==> config.mk <==
export PLATFORM = sky130hd
export DESIGN_NAME = step_grid_plotter
export DESIGN_NICKNAME = d
export VERILOG_FILES = /design/src/rtl/step_grid_plotter.sv
export SDC_FILE = /design/constraint.sdc
export NUM_CORES = 1
export LEC_CHECK = 0
export ABC_AREA = 1
export CORE_MARGIN = 2
export CORE_UTILIZATION = 35
export DETAILED_ROUTE_END_ITERATION = 12
export DONT_BUFFER_PORTS = 1
export GPL_ROUTABILITY_DRIVEN = 0
export GPL_TIMING_DRIVEN = 0
export SKIP_CTS_REPAIR_TIMING = 1
export SYNTH_ARGS = -nofsm -noshare
export SYNTH_HDL_FRONTEND = slang
export SYNTH_SLANG_ARGS = --single-unit
==> constraint.sdc <==
create_clock -name CLOCK_50 -period 7.08 [get_ports CLOCK_50]
set_clock_uncertainty 0.1 [all_clocks]
set_input_delay 1.416 -clock CLOCK_50 [delete_from_list [all_inputs] [get_ports CLOCK_50]]
set_output_delay 1.416 -clock CLOCK_50 [all_outputs]
set_load 0.02 [all_outputs]
==> src/rtl/step_grid_plotter.sv <==
// step_grid_plotter
//   Pixel-write engine for the step-sequencer display. Renders a TRACKS x STEPS
//   grid of cells as a stream of pixel writes, one per clock. A full redraw runs
//   after reset and on start. With AUTO=1, idle input changes trigger a redraw
//   of only the columns whose pattern bits or playhead state changed.
//
//   Ports
//     CLOCK_50   in   system clock
//     reset      in   asynchronous active-high reset
//     pattern    in   step bits, bit t*STEPS+s = track t, step s
//     playhead   in   current step (>= STEPS highlights no column)
//     start      in   full-redraw request (pulse or level)
//     VGA_X      out  pixel x
//     VGA_Y      out  pixel y
//     VGA_COLOR  out  pixel colour
//     plot       out  pixel write strobe
//     busy       out  pass in progress (SETUP/DRAW/SKIP)
//     done       out  one-cycle pulse after the last column of a pass
//
//   state | meaning
//   IDLE  | wait for start/pending full redraw or (AUTO) input change
//   SETUP | clear scan counters, pick DRAW or SKIP for column 0
//   DRAW  | emit one pixel per cycle of a dirty column
//   SKIP  | one idle cycle for a clean column
//   FIN   | pulse done, record what is now on screen

module step_grid_plotter #(
  parameter int XW          = 10,
  parameter int YW          = 9,
  parameter int COLOR_DEPTH = 9,
  parameter int TRACKS      = 4,
  parameter int STEPS       = 16,
  parameter int CELL_W      = 32,
  parameter int CELL_H      = 32,
  parameter int GAP         = 2,
  parameter int X0          = 64,
  parameter int Y0          = 96,
  parameter int AUTO        = 1,
  parameter logic [COLOR_DEPTH-1:0] COL_GRID = '0,
  parameter logic [COLOR_DEPTH-1:0] COL_OFF  = COLOR_DEPTH'(9'h049),
  parameter logic [COLOR_DEPTH-1:0] COL_ON   = COLOR_DEPTH'(9'h1C0),
  parameter logic [COLOR_DEPTH-1:0] COL_PLAY = COLOR_DEPTH'(9'h007),
  parameter logic [COLOR_DEPTH-1:0] COL_HIT  = COLOR_DEPTH'(9'h1FF),
  parameter int PW          = $clog2(STEPS)
) (
  input  logic                     CLOCK_50,
  input  logic                     reset,
  input  logic [TRACKS*STEPS-1:0]  pattern,
  input  logic [PW-1:0]            playhead,
  input  logic                     start,
  output logic [XW-1:0]            VGA_X,
  output logic [YW-1:0]            VGA_Y,
  output logic [COLOR_DEPTH-1:0]   VGA_COLOR,
  output logic                     plot,
  output logic                     busy,
  output logic                     done
);

  localparam int NB  = TRACKS * STEPS;
  localparam int CW  = (STEPS  > 1) ? $clog2(STEPS)  : 1;
  localparam int RW  = (TRACKS > 1) ? $clog2(TRACKS) : 1;
  localparam int PXW = (CELL_W > 1) ? $clog2(CELL_W) : 1;
  localparam int PYW = (CELL_H > 1) ? $clog2(CELL_H) : 1;
  localparam int IW  = (NB > 1) ? $clog2(NB) : 1;
  // Playhead registers must be able to hold STEPS ("no column") even when
  // the input port is too narrow to express it.
  localparam int PHW = ($clog2(STEPS + 1) > PW) ? $clog2(STEPS + 1) : PW;

  localparam logic [2:0] S_IDLE  = 3'd0;
  localparam logic [2:0] S_SETUP = 3'd1;
  localparam logic [2:0] S_DRAW  = 3'd2;
  localparam logic [2:0] S_SKIP  = 3'd3;
  localparam logic [2:0] S_FIN   = 3'd4;

  if (X0 + STEPS * CELL_W > (1 << XW)) begin : g_err_x
    $error("step_grid_plotter: grid exceeds horizontal resolution");
  end
  if (Y0 + TRACKS * CELL_H > (1 << YW)) begin : g_err_y
    $error("step_grid_plotter: grid exceeds vertical resolution");
  end
  if (GAP >= CELL_W || GAP >= CELL_H) begin : g_err_gap
    $error("step_grid_plotter: GAP must be smaller than the cell");
  end

  logic [2:0]       state_q, state_d;
  logic [CW-1:0]    col_q, col_d, col_nxt;
  logic [RW-1:0]    row_q, row_d;
  logic [PXW-1:0]   px_q, px_d;
  logic [PYW-1:0]   py_q, py_d;
  logic [STEPS-1:0] mask_q, mask_d, diff_mask;
  logic [NB-1:0]    work_pat_q, work_pat_d, drawn_pat_q, drawn_pat_d;
  logic [PHW-1:0]   work_ph_q, work_ph_d, drawn_ph_q, drawn_ph_d, ph_live;
  logic             full_pend_q, full_pend_d;
  logic             launch, adv, col_last, pix_last;

  logic [XW-1:0]          pix_x;
  logic [YW-1:0]          pix_y;
  logic [COLOR_DEPTH-1:0] pix_c;
  logic [IW-1:0]          pix_idx;
  logic                   cell_bit, cell_ph, cell_grid;

  assign ph_live  = PHW'(playhead);
  assign col_nxt  = col_q + CW'(1);
  assign col_last = (col_q == CW'(STEPS - 1));
  assign pix_last = (px_q == PXW'(CELL_W - 1)) && (py_q == PYW'(CELL_H - 1)) &&
                    (row_q == RW'(TRACKS - 1));

  // A column is dirty if any of its track bits changed, or it held or will
  // hold the playhead highlight.
  always_comb begin
    diff_mask = '0;
    for (int s = 0; s < STEPS; s++) begin
      for (int t = 0; t < TRACKS; t++) begin
        if (pattern[t*STEPS+s] != drawn_pat_q[t*STEPS+s]) diff_mask[s] = 1'b1;
      end
      if (PHW'(s) == drawn_ph_q || PHW'(s) == ph_live) diff_mask[s] = 1'b1;
    end
  end

  always_comb begin
    state_d     = state_q;
    col_d       = col_q;
    row_d       = row_q;
    px_d        = px_q;
    py_d        = py_q;
    mask_d      = mask_q;
    work_pat_d  = work_pat_q;
    work_ph_d   = work_ph_q;
    drawn_pat_d = drawn_pat_q;
    drawn_ph_d  = drawn_ph_q;
    full_pend_d = full_pend_q | start;
    launch      = 1'b0;
    adv         = 1'b0;

    case (state_q)
      S_IDLE: begin
        if (start || full_pend_q) begin
          mask_d      = '1;
          full_pend_d = 1'b0;
          launch      = 1'b1;
        end else if (AUTO != 0 && (pattern != drawn_pat_q || ph_live != drawn_ph_q)) begin
          mask_d = diff_mask;
          launch = 1'b1;
        end
        if (launch) begin
          work_pat_d = pattern;
          work_ph_d  = ph_live;
          state_d    = S_SETUP;
        end
      end
      S_SETUP: begin
        col_d   = '0;
        row_d   = '0;
        px_d    = '0;
        py_d    = '0;
        state_d = mask_q[0] ? S_DRAW : S_SKIP;
      end
      S_DRAW: begin
        if (pix_last) begin
          adv = 1'b1;
        end else if (px_q != PXW'(CELL_W - 1)) begin
          px_d = px_q + PXW'(1);
        end else begin
          px_d = '0;
          if (py_q != PYW'(CELL_H - 1)) begin
            py_d = py_q + PYW'(1);
          end else begin
            py_d  = '0;
            row_d = row_q + RW'(1);
          end
        end
      end
      S_SKIP: adv = 1'b1;
      S_FIN: begin
        drawn_pat_d = work_pat_q;
        drawn_ph_d  = work_ph_q;
        state_d     = S_IDLE;
      end
      default: state_d = S_IDLE;
    endcase

    if (adv) begin
      if (col_last) begin
        state_d = S_FIN;
      end else begin
        col_d   = col_nxt;
        row_d   = '0;
        px_d    = '0;
        py_d    = '0;
        state_d = mask_q[col_nxt] ? S_DRAW : S_SKIP;
      end
    end
  end

  // Pixel for the next cycle, built from next-state counters so the
  // registered outputs line up with the DRAW cycle that owns them.
  always_comb begin
    pix_x     = XW'(X0) + XW'(col_d) * XW'(CELL_W) + XW'(px_d);
    pix_y     = YW'(Y0) + YW'(row_d) * YW'(CELL_H) + YW'(py_d);
    pix_idx   = IW'(row_d) * IW'(STEPS) + IW'(col_d);
    cell_bit  = work_pat_q[pix_idx];
    cell_ph   = (PHW'(col_d) == work_ph_q);
    cell_grid = (GAP > 0) && ((px_d >= PXW'(CELL_W - GAP)) || (py_d >= PYW'(CELL_H - GAP)));
    if (cell_grid)                 pix_c = COL_GRID;
    else if (cell_bit && cell_ph)  pix_c = COL_HIT;
    else if (cell_bit)             pix_c = COL_ON;
    else if (cell_ph)              pix_c = COL_PLAY;
    else                           pix_c = COL_OFF;
  end

  always_ff @(posedge CLOCK_50 or posedge reset) begin
    if (reset) begin
      state_q     <= S_IDLE;
      col_q       <= '0;
      row_q       <= '0;
      px_q        <= '0;
      py_q        <= '0;
      mask_q      <= '0;
      work_pat_q  <= '0;
      work_ph_q   <= '0;
      drawn_pat_q <= '0;
      drawn_ph_q  <= PHW'(STEPS);
      full_pend_q <= 1'b1;
      VGA_X       <= '0;
      VGA_Y       <= '0;
      VGA_COLOR   <= '0;
      plot        <= 1'b0;
      busy        <= 1'b0;
      done        <= 1'b0;
    end else begin
      state_q     <= state_d;
      col_q       <= col_d;
      row_q       <= row_d;
      px_q        <= px_d;
      py_q        <= py_d;
      mask_q      <= mask_d;
      work_pat_q  <= work_pat_d;
      work_ph_q   <= work_ph_d;
      drawn_pat_q <= drawn_pat_d;
      drawn_ph_q  <= drawn_ph_d;
      full_pend_q <= full_pend_d;
      plot        <= (state_d == S_DRAW);
      busy        <= (state_d == S_SETUP) || (state_d == S_DRAW) || (state_d == S_SKIP);
      done        <= (state_d == S_FIN);
      if (state_d == S_DRAW) begin
        VGA_X     <= pix_x;
        VGA_Y     <= pix_y;
        VGA_COLOR <= pix_c;
      end
    end
  end

endmodule

[Word-level counts from Yosys, hierarchy flattened]
Index checks and enable logic that the tools add are counted.
Operators by class
  $lt $le $gt $ge: 4
  mux-type cells: 123
  equal/unequal tests: 111
  $add $sub $neg: 9
  reductions and logical operators: 31
  bitwise operators: 1
Operator list (count)
  $mux 1: 90
  $ne 1x1->1: 64
  $ne 64x64->1: 1
  $mux 5: 9
  $eq 4x5->1 const A: 8
  $eq 4x4->1 const A: 8
  $mux 16: 2
  $mux 9: 3
  $logic_or 1x1->1: 21
  $eq 3x5->1 const A: 4
  $pmux 5 s2: 2
  $eq 3x4->1 const A: 4
  $eq 3x2->1 const B: 4
  $mux 4: 3
  $add 10x5->10: 1
  $add 5x1->5 const B: 2
  $add 7x9->10 const A: 1
  $eq 2x5->1 const A: 2
  $eq 5x5->1 const B: 2
  $ge 5x5->1 const B: 2
  $logic_not 5->1: 2
  $mux 2: 5
  $ne 5x5->1 const B: 2
  $add 8x5->9: 1
  28 further kinds: 36
Word-level totals
  output and inout bits: 31
  word-level logic and storage cells: 296
  bits of input ports: 71
  bits in registers: 204

[Depth between registers and ports, before layout]
Gate-level depths: netlist of run 1.
  depth in word-level cells: 13
  gate-level depth with buffers: 25
  mapped depth without buffers: 24

[Worst setup path before layout of run 1]
Ideal clock, no wire load.
  path kind: input port to flip-flop
  start: input start
  end: register VGA_Y[5]
  required time: 6.847 ns
  setup slack: 4.057 ns
  buffers on the path: 1
  arrival: 2.790 ns
  stages on the path: 15
  library setup time: 0.133 ns
  cells stage by stage: nor2_4 > nand2_1 > nor2_1 > nand3_1 > nor2_1 > nand2_1 > nor2_1 > nand2_1 > nand2_2 > nand2_1 > nand2_1 > nand3_2 > buf_2 > nand2_1 > o21ai_0
On the way
  word-level cells in the longest chain between the ends: 7
Ends and longest elaborated chain
  start, declared: line 50  | input logic start,
  $logic_or 1x1->1: line 137  | if (start || full_pend_q) begin
  $mux 1: line 137
  $mux 1: line 135  | case (state_q)
  $mux 3: line 145  | if (launch) begin
  $pmux 3 s3: line 135
  $mux 3: line 182  | if (adv) begin
  $eq 3x2->1: line 245  | if (state_d == S_DRAW) begin
  end signal, assigned: line 247  | VGA_Y <= pix_y;
  end, declared: line 52  | output logic [YW-1:0] VGA_Y,
Every way passes these cells. The select of a mux whose other input is x is not followed.
A chain may end at the register's enable or synchronous reset.

[Worst setup path after layout of run 1]
  start: register px_q[0]
  end: register VGA_COLOR[7]
On the way
  word-level cells in the longest chain between the ends: 13
  elaborated cells between the ends (all ways): 36
  classes of those cells: add/sub: 2; order compare: 2; eq/ne: 4; mux: 24; reduce/logical: 4
Ends and longest elaborated chain
  start, declared: line 88  | logic [PXW-1:0] px_q, px_d;
  start signal, assigned: line 234  | px_q <= px_d;
  $eq 5x5->1: line 105  | assign pix_last = (px_q == PXW'(CELL_W - 1)) && (py_q == PYW'(CELL_H - 1)) &&
  $logic_and 1x1->1 (2 in series): line 105
  $mux 2: line 159  | if (pix_last) begin
  $pmux 2 s2: line 135
  $mux 2: line 183  | if (col_last) begin
  $mux 2: line 182
  $add 6x4->6: line 200  | pix_idx = IW'(row_d) * IW'(STEPS) + IW'(col_d);
  $bmux 1 s6: line 201  | cell_bit = work_pat_q[pix_idx];
  $mux 1 (implied by the code): line 201
  $mux 9 / $logic_and 1x1->1 (equally long branches): line 206, 205
  $mux 9: line 205  | else if (cell_bit && cell_ph) pix_c = COL_HIT;
  $mux 9: line 204  | if (cell_grid) pix_c = COL_GRID;
  end signal, assigned: line 248  | VGA_COLOR <= pix_c;
  end, declared: line 53  | output logic [COLOR_DEPTH-1:0] VGA_COLOR,
Parallel ways exist; a longest one is shown, timed or not. The select of a mux whose other input is x is not followed.

==> flow_summary_export.csv, run 1 <==
group,metric,value,unit
detailed_routing,wl,32.3,mm
setup_path,arrival,4240,ps
detailed_routing,viasPerCell,5.19,
global_route,grt_antenna_before_repair,1,
synthesis,syn_nets,1396,
clock_network,clkLatencyLatePin,450,ps
die,core,28700,sq um
run,drv_cap,0,
cells_and_area,final_area,11300,sq um
cells_and_area,fillers,2983,
die,ios,102,
detailed_routing,dr.first_iter.drc_count,1022,
setup_path,cp-start-kind,"register",
outcome,status,"finished, final reports clean",
cells_and_area,nNetsFinal,1416,
sta,period_share,56.4,%
setup_path,end_kind,"register",
global_route,grt_max_degree,116,
detailed_routing,drc,0,
synthesis,synthTopCellsByArea,"dfrtp_1 48%, nand2_1 17%, o21ai_0 5.7%",
global_route,gr-total-overflow,0,
place,dp_slack,3170,ps
clock_network,cts-root-buf,"clkbuf_16",
cells_and_area,postLayoutCoreUtil,39.5,%
power,p_seq_share,51.4,%
sta,fin_tns_setup,0,ps
setup_path,slowest_delay,400,ps
synthesis,synthArstFlopShare,100,%
clock_network,htree_levels,4,
sta,worst_pin_slew,1170,ps
detailed_routing,post_drt_wl_per_cell,18.6,microns
synthesis,synth_seq_cells,200,
synthesis,syn_inst,1314,
global_route,grt_usage,21.6,%
sta,holdWs,396,ps
global_route,grt_pass1_vias,8619,
setup_path,critPathMaxFanout,10,
synthesis,yosysWarnings,0,
setup_path,cpMostUsedCell,"nand2_1",
setup_path,slowest_stage,"dfrtp_1",
cells_and_area,area_growth,10.8,%
sta,report.final.slew_viol_count,0,
setup_path,worstSetupPathType,"reg -> reg",
synthesis,synth_top_area_share,48.4,%
cells_and_area,fin_cells,1731,
sta,min_period,3990,ps
synthesis,synth.avg_cell_area,7.78,sq um
synthesis,synthFlopType,"dfrtp_1",
synthesis,netlist_area,10200,sq um
clock_network,clk_pin_slew_worst_paths,80,ps
power,powerDensity,196,nW/um^2
sta,max_freq,251,MHz
synthesis,synth_top_cell_by_area,"dfrtp_1",
setup_path,required,7330,ps
detailed_routing,vias,8979,
sta,finalSetupViolCount,0,
min_path,min_path_type,"reg -> reg",
cells_and_area,seqCellArea,5010,sq um
power,finalPower,2.22,mW
sta,max-slew-margin-rel,21.8,%
synthesis,synth_edf_count,0,
sta,rsz0062_at_grt,"false",
cells_and_area,antennaDiodeCount,0,
sta,hold_violations,0,
clock_network,cts_made_buffers,17,
die,die-area,30600,sq um
power,irDropWorstVdd,0.174,mV
power,combPwrFrac,3.2,%
detailed_routing,antenna_left,0,
clock_network,cts_buffer_depth,2,
cells_and_area,multi_input_area,4530,sq um
power,clockPowerShare,45.4,%
global_route,grt_pass1_wl,50.3,mm
cells_and_area,drive_above_1_share,5.64,%
detailed_routing,dr.pass1.iters,7,
clock_network,cts_tree,"built",
synthesis,ys_seq_area_share,49.0,%
power,p_leak,5.67,nW
die,row_count,62,
place,place_hpwl,23.8,mm
die,dieHeight,175,microns
sta,worst_slack,3090,ps
die,initial_core_util,35.6,%
die,die_w,175,microns
power,swShare,25.2,%
power,p_int,1.66,mW
place,place_inst,1699,
power,switching_power,0.561,mW
place,io_buffers,0,
synthesis,synth_cell_types,45,
clock_network,cts_sinks,200,
place,place_area,10700,sq um
final timing paths:
path	startpoint	cells past startpoint	slack (ps)	to
min	drawn_pat_q[9]	2	400	drawn_pat_q[9]
min in group asynchronous	reset	1	880	VGA_Y[2]
max reg2reg	px_q[0]	25	3090	VGA_COLOR[7]
min reg2reg	drawn_pat_q[9]	2	400	drawn_pat_q[9]
max	px_q[0]	25	3090	VGA_COLOR[7]
max in group asynchronous	reset	2	5060	full_pend_q
layout make-up:
| cell class | count | area share [%] |
|---|---|---|
| buffer | 53 | 2.24 |
| timing repair buffer | 1 | 0.243 |
| inverter | 117 | 3.94 |
| clock inverter | 14 | 1.44 |
| tap | 384 | 4.24 |
| sequential | 200 | 44.2 |
| multi-input combinational | 944 | 39.9 |
| clock buffer | 18 | 3.79 |
logic make-up (layout without fill, tap and decap cells):
logic type | after synthesis | in the layout | share of synthesized area [%]
AOI/OAI and AO/OA | 170 | 170 | 9.24
xor gates and xnor gates | 62 | 62 | 5.31
adders and majority gates | 11 | 11 | 1.35
buffers and inverters | 170 | 203 | 6.78
DFF | 200 | 200 | 49.0
other | 1 | 1 | 0.0367
and+or+nand+nor | 700 | 700 | 28.3
sequential cells by signal, indices dropped and copies added, names as in the netlist, 5 cells and up:
name,cells
drawn_pat_q,64
VGA_Y,8
drawn_ph_q,5
VGA_COLOR,6
work_pat_q,64
py_q,5
px_q,5
mask_q,16
VGA_X,10
Yosys cell counts, types with 2 or more instances:
library cell and instances:
nand3_1 103, o21ai_0 117, a21oi_1 13, buf_2 11
nor3b_1 2, nor3_1 10, inv_2 5, a31oi_1 5
o21ai_1 11, buf_4 9, dfrtp_1 198, o2111ai_1 4
xnor2_1 9, dfstp_2 2, o211ai_1 2, nand4_1 15
a211oi_1 3, nand3b_1 4, ha_1 11, xor2_1 53
nor2_1 87, nand3_2 3, nor2_2 2, inv_1 111
clkbuf_1 31, nand2_1 464, a221oi_1 2, nand2_2 5
a2111oi_0 6
power groups by stage:
stage	Combinational, mW	Clock [mW]	Sequential [mW]
CTS	0.0727	1.02	1.14
finish	0.0721	1.01	1.14
detailed placement	0.0724	0	1.16
floorplan	0.0461	0	1.16
global placement	0.0699	0	1.16
global route	0.0797	1.06	1.14
cell usage in the layout, fill, tap and decap left out, types with 2 or more instances in the layout:
cell / count
clkinv_8: 2
nand4_1: 15
buf_4: 9
nand2_1: 464
a2111oi_0: 6
clkbuf_16: 17
nor3_1: 10
inv_1: 110
nand3_1: 103
o2111ai_1: 4
a211oi_1: 3
buf_2: 11
inv_2: 5
ha_1: 11
clkinv_4: 4
a31oi_1: 5
o21ai_1: 11
dfstp_2: 2
clkbuf_1: 32
nand2_2: 5
inv_8: 3
nor3b_1: 2
o211ai_1: 2
nand3_2: 3
xnor2_1: 9
nor2_2: 2
xor2_1: 53
o21ai_0: 117
nor2_1: 87
a21oi_1: 13
nand3b_1: 4
inv_6: 4
dfrtp_1: 198
a221oi_1: 2
worst max-delay path, delay by kind of cell, from the launching register on:
family                     cells  cell delay, ps
and+or+nand+nor               18            2000
adders and majority gates      3             770
buffers and inverters          4             600
DFF                            1             400
layer usage:
layer / global-route usage, % / vias to the layer above / wire, microns
met1: 29.7 / 4274 / 13700
met5: 0 / - / 0
li1: - / 4237 / -
met3: 5.85 / 74 / 3180
met4: 8.16 / 0 / 1130
met2: 32.4 / 394 / 14300
No activity file was read; power rests on OpenSTA's default activity.
==> run 2, diff against run 1 <==
==> constraint.sdc (replaced) <==
create_clock -name CLOCK_50 -period 3.3 [get_ports CLOCK_50]
set_clock_uncertainty 0.1 [all_clocks]
set_input_delay 0.66 -clock CLOCK_50 [delete_from_list [all_inputs] [get_ports CLOCK_50]]
set_output_delay 0.66 -clock CLOCK_50 [all_outputs]
set_load 0.02 [all_outputs]
==> flow_summary_export.csv, run 2 (synthesis gave the netlist of run 1 again) <==
group,metric,value,unit
setup_path,cp-start-kind,"register",
power,powerDensity,388,nW/um^2
setup_path,critPathMaxFanout,6,
setup_path,end_kind,"register",
die,core,28700,sq um
clock_network,cts_tree,"built",
cells_and_area,drive_above_1_share,10.7,%
setup_path,ff2ff_path_depth,25,
clock_network,cts_buffer_depth,2,
place,place_hpwl,24.0,mm
place,dp_slack,-630,ps
setup_path,crit_cells,25,
global_route,gr-total-overflow,0,
setup_path,r2r_slack,120,ps
global_route,grt_pass1_vias,8567,
die,die_w,175,microns
global_route,grt_antenna_before_repair,0,
outcome,status,"finished, final reports clean",
setup_path,slowest_delay,420,ps
sta,hold_violations,0,
sta,max_freq,315,MHz
sta,min_period,3180,ps
setup_path,r2r-start,"px_q[1]",
clock_network,cts_sinks,200,
power,p_leak,5.96,nW
setup_path,required,3540,ps
min_path,hold_path_depth,2,
clock_network,clkLatencyLatePin,450,ps
sta,report.final.slew_viol_count,0,
sta,max-slew-margin-rel,21.0,%
sta,worst_pin_slew,1180,ps
min_path,min_path_type,"in -> reg",
die,ios,102,
sta,fin_tns_setup,0,ps
clock_network,cts-root-buf,"clkbuf_16",
cells_and_area,nNetsFinal,1451,
setup_path,r2r_end,"VGA_COLOR[7]",
cells_and_area,layout_commonest_cell,"nand2_1",
clock_network,cts_made_buffers,17,
run,drv_cap,0,
power,finalPower,4.67,mW
setup_path,critPathCapture,"VGA_COLOR[7]",
cells_and_area,most-common-layout-cells,"453 x nand2_1, 198 x dfrtp_1, 115 x o21ai_0",
die,die-area,30600,sq um
sta,finalSetupViolCount,0,
detailed_routing,antenna_left,0,
clock_network,clk_pin_slew_worst_paths,80,ps
die,initial_core_util,35.6,%
place,io_buffers,0,
global_route,grt_usage,21.6,%
setup_path,worstSetupPathType,"reg -> reg",
detailed_routing,wl,32.9,mm
detailed_routing,viasPerCell,5.11,
detailed_routing,drc,0,
setup_path,critPathBufInv,5,
clock_network,htree_levels,4,
die,dieHeight,175,microns
cells_and_area,top_regs,"drawn_pat_q (64), work_pat_q (64), mask_q (16)",
setup_path,slowest_stage,"dfrtp_1",
sta,period_share,96.3,%
setup_path,arrival,3420,ps
detailed_routing,dr.pass1.iters,6,
die,row_count,62,
cells_and_area,antennaDiodeCount,0,
setup_path,cpLargestDelayFamily,"simple AND/OR/NAND/NOR gates",
setup_path,crit_path_start,"px_q[1]",
sta,worst_slack,121,ps
global_route,grt_pass1_wl,50.3,mm
detailed_routing,post_drt_wl_per_cell,18.6,microns
detailed_routing,vias,9023,
detailed_routing,dr.first_iter.drc_count,812,
power,irDropWorstVdd,0.289,mV
global_route,grt_max_degree,42,
cells_and_area,area_growth,17.8,%
## run 2: cell count changes in the layout (fill, tap and decap cells not counted), moves of 7 or more
cell	change
nand2_4	+7
buf_12	+9
nor2_1	-8
nand2_1	-11
nand3_2	+8
buf_6	+12
buf_4	+14
nand3_1	-10
## run 2: how the worst min path moves through the flow
stage	to	from	slack, ps
global placement	drawn_pat_q[11]	drawn_pat_q[11]	370
global route	work_pat_q[41]	pattern[41]	200
finish	work_pat_q[43]	pattern[43]	220
CTS	VGA_Y[1]	reset	-30
detailed placement	drawn_pat_q[12]	drawn_pat_q[12]	380
floorplan	mask_q[13]	mask_q[13]	350
## run 2: metal layers
layer / global-route usage, % / up-vias / wire length [microns]
li1: - / 4298 / -
met1: 29.5 / 4303 / 14200
met2: 32.2 / 364 / 14800
met3: 6.33 / 58 / 2820
met4: 8.13 / 0 / 1040
met5: 0 / - / 0
## run 2: power by group
part / total (mW) / internal (mW) / switching (mW)
Sequential: 2.45 / 2.45 / 0.0000000000000000213
Clock: 2.06 / 1.00 / 1.06
Combinational: 0.166 / 0.0441 / 0.122
Total: 4.67 / 3.49 / 1.18
## run 2: cell type report
class / instances / area (sq um)
clock buffers: 17 / 425
well taps: 384 / 480
plain buffers: 53 / 334
flip-flops and latches: 200 / 5010
repair buffers: 35 / 419
multi-input cells: 945 / 4800
clock inverters: 15 / 136
fillers: 2893 / 16700
inverters: 117 / 445
## run 2: per-stage QoR
step	std cells	util (%)	area, sq um	hold WS [ps]
floorplan	1314	-	10200	348
global placement	1698	37.3	10700	373
detailed placement	1703	37.7	10800	377
CTS	1735	39.6	11400	-27.9
global route	1766	42.0	12000	203
finish	1766	42.0	12000	221
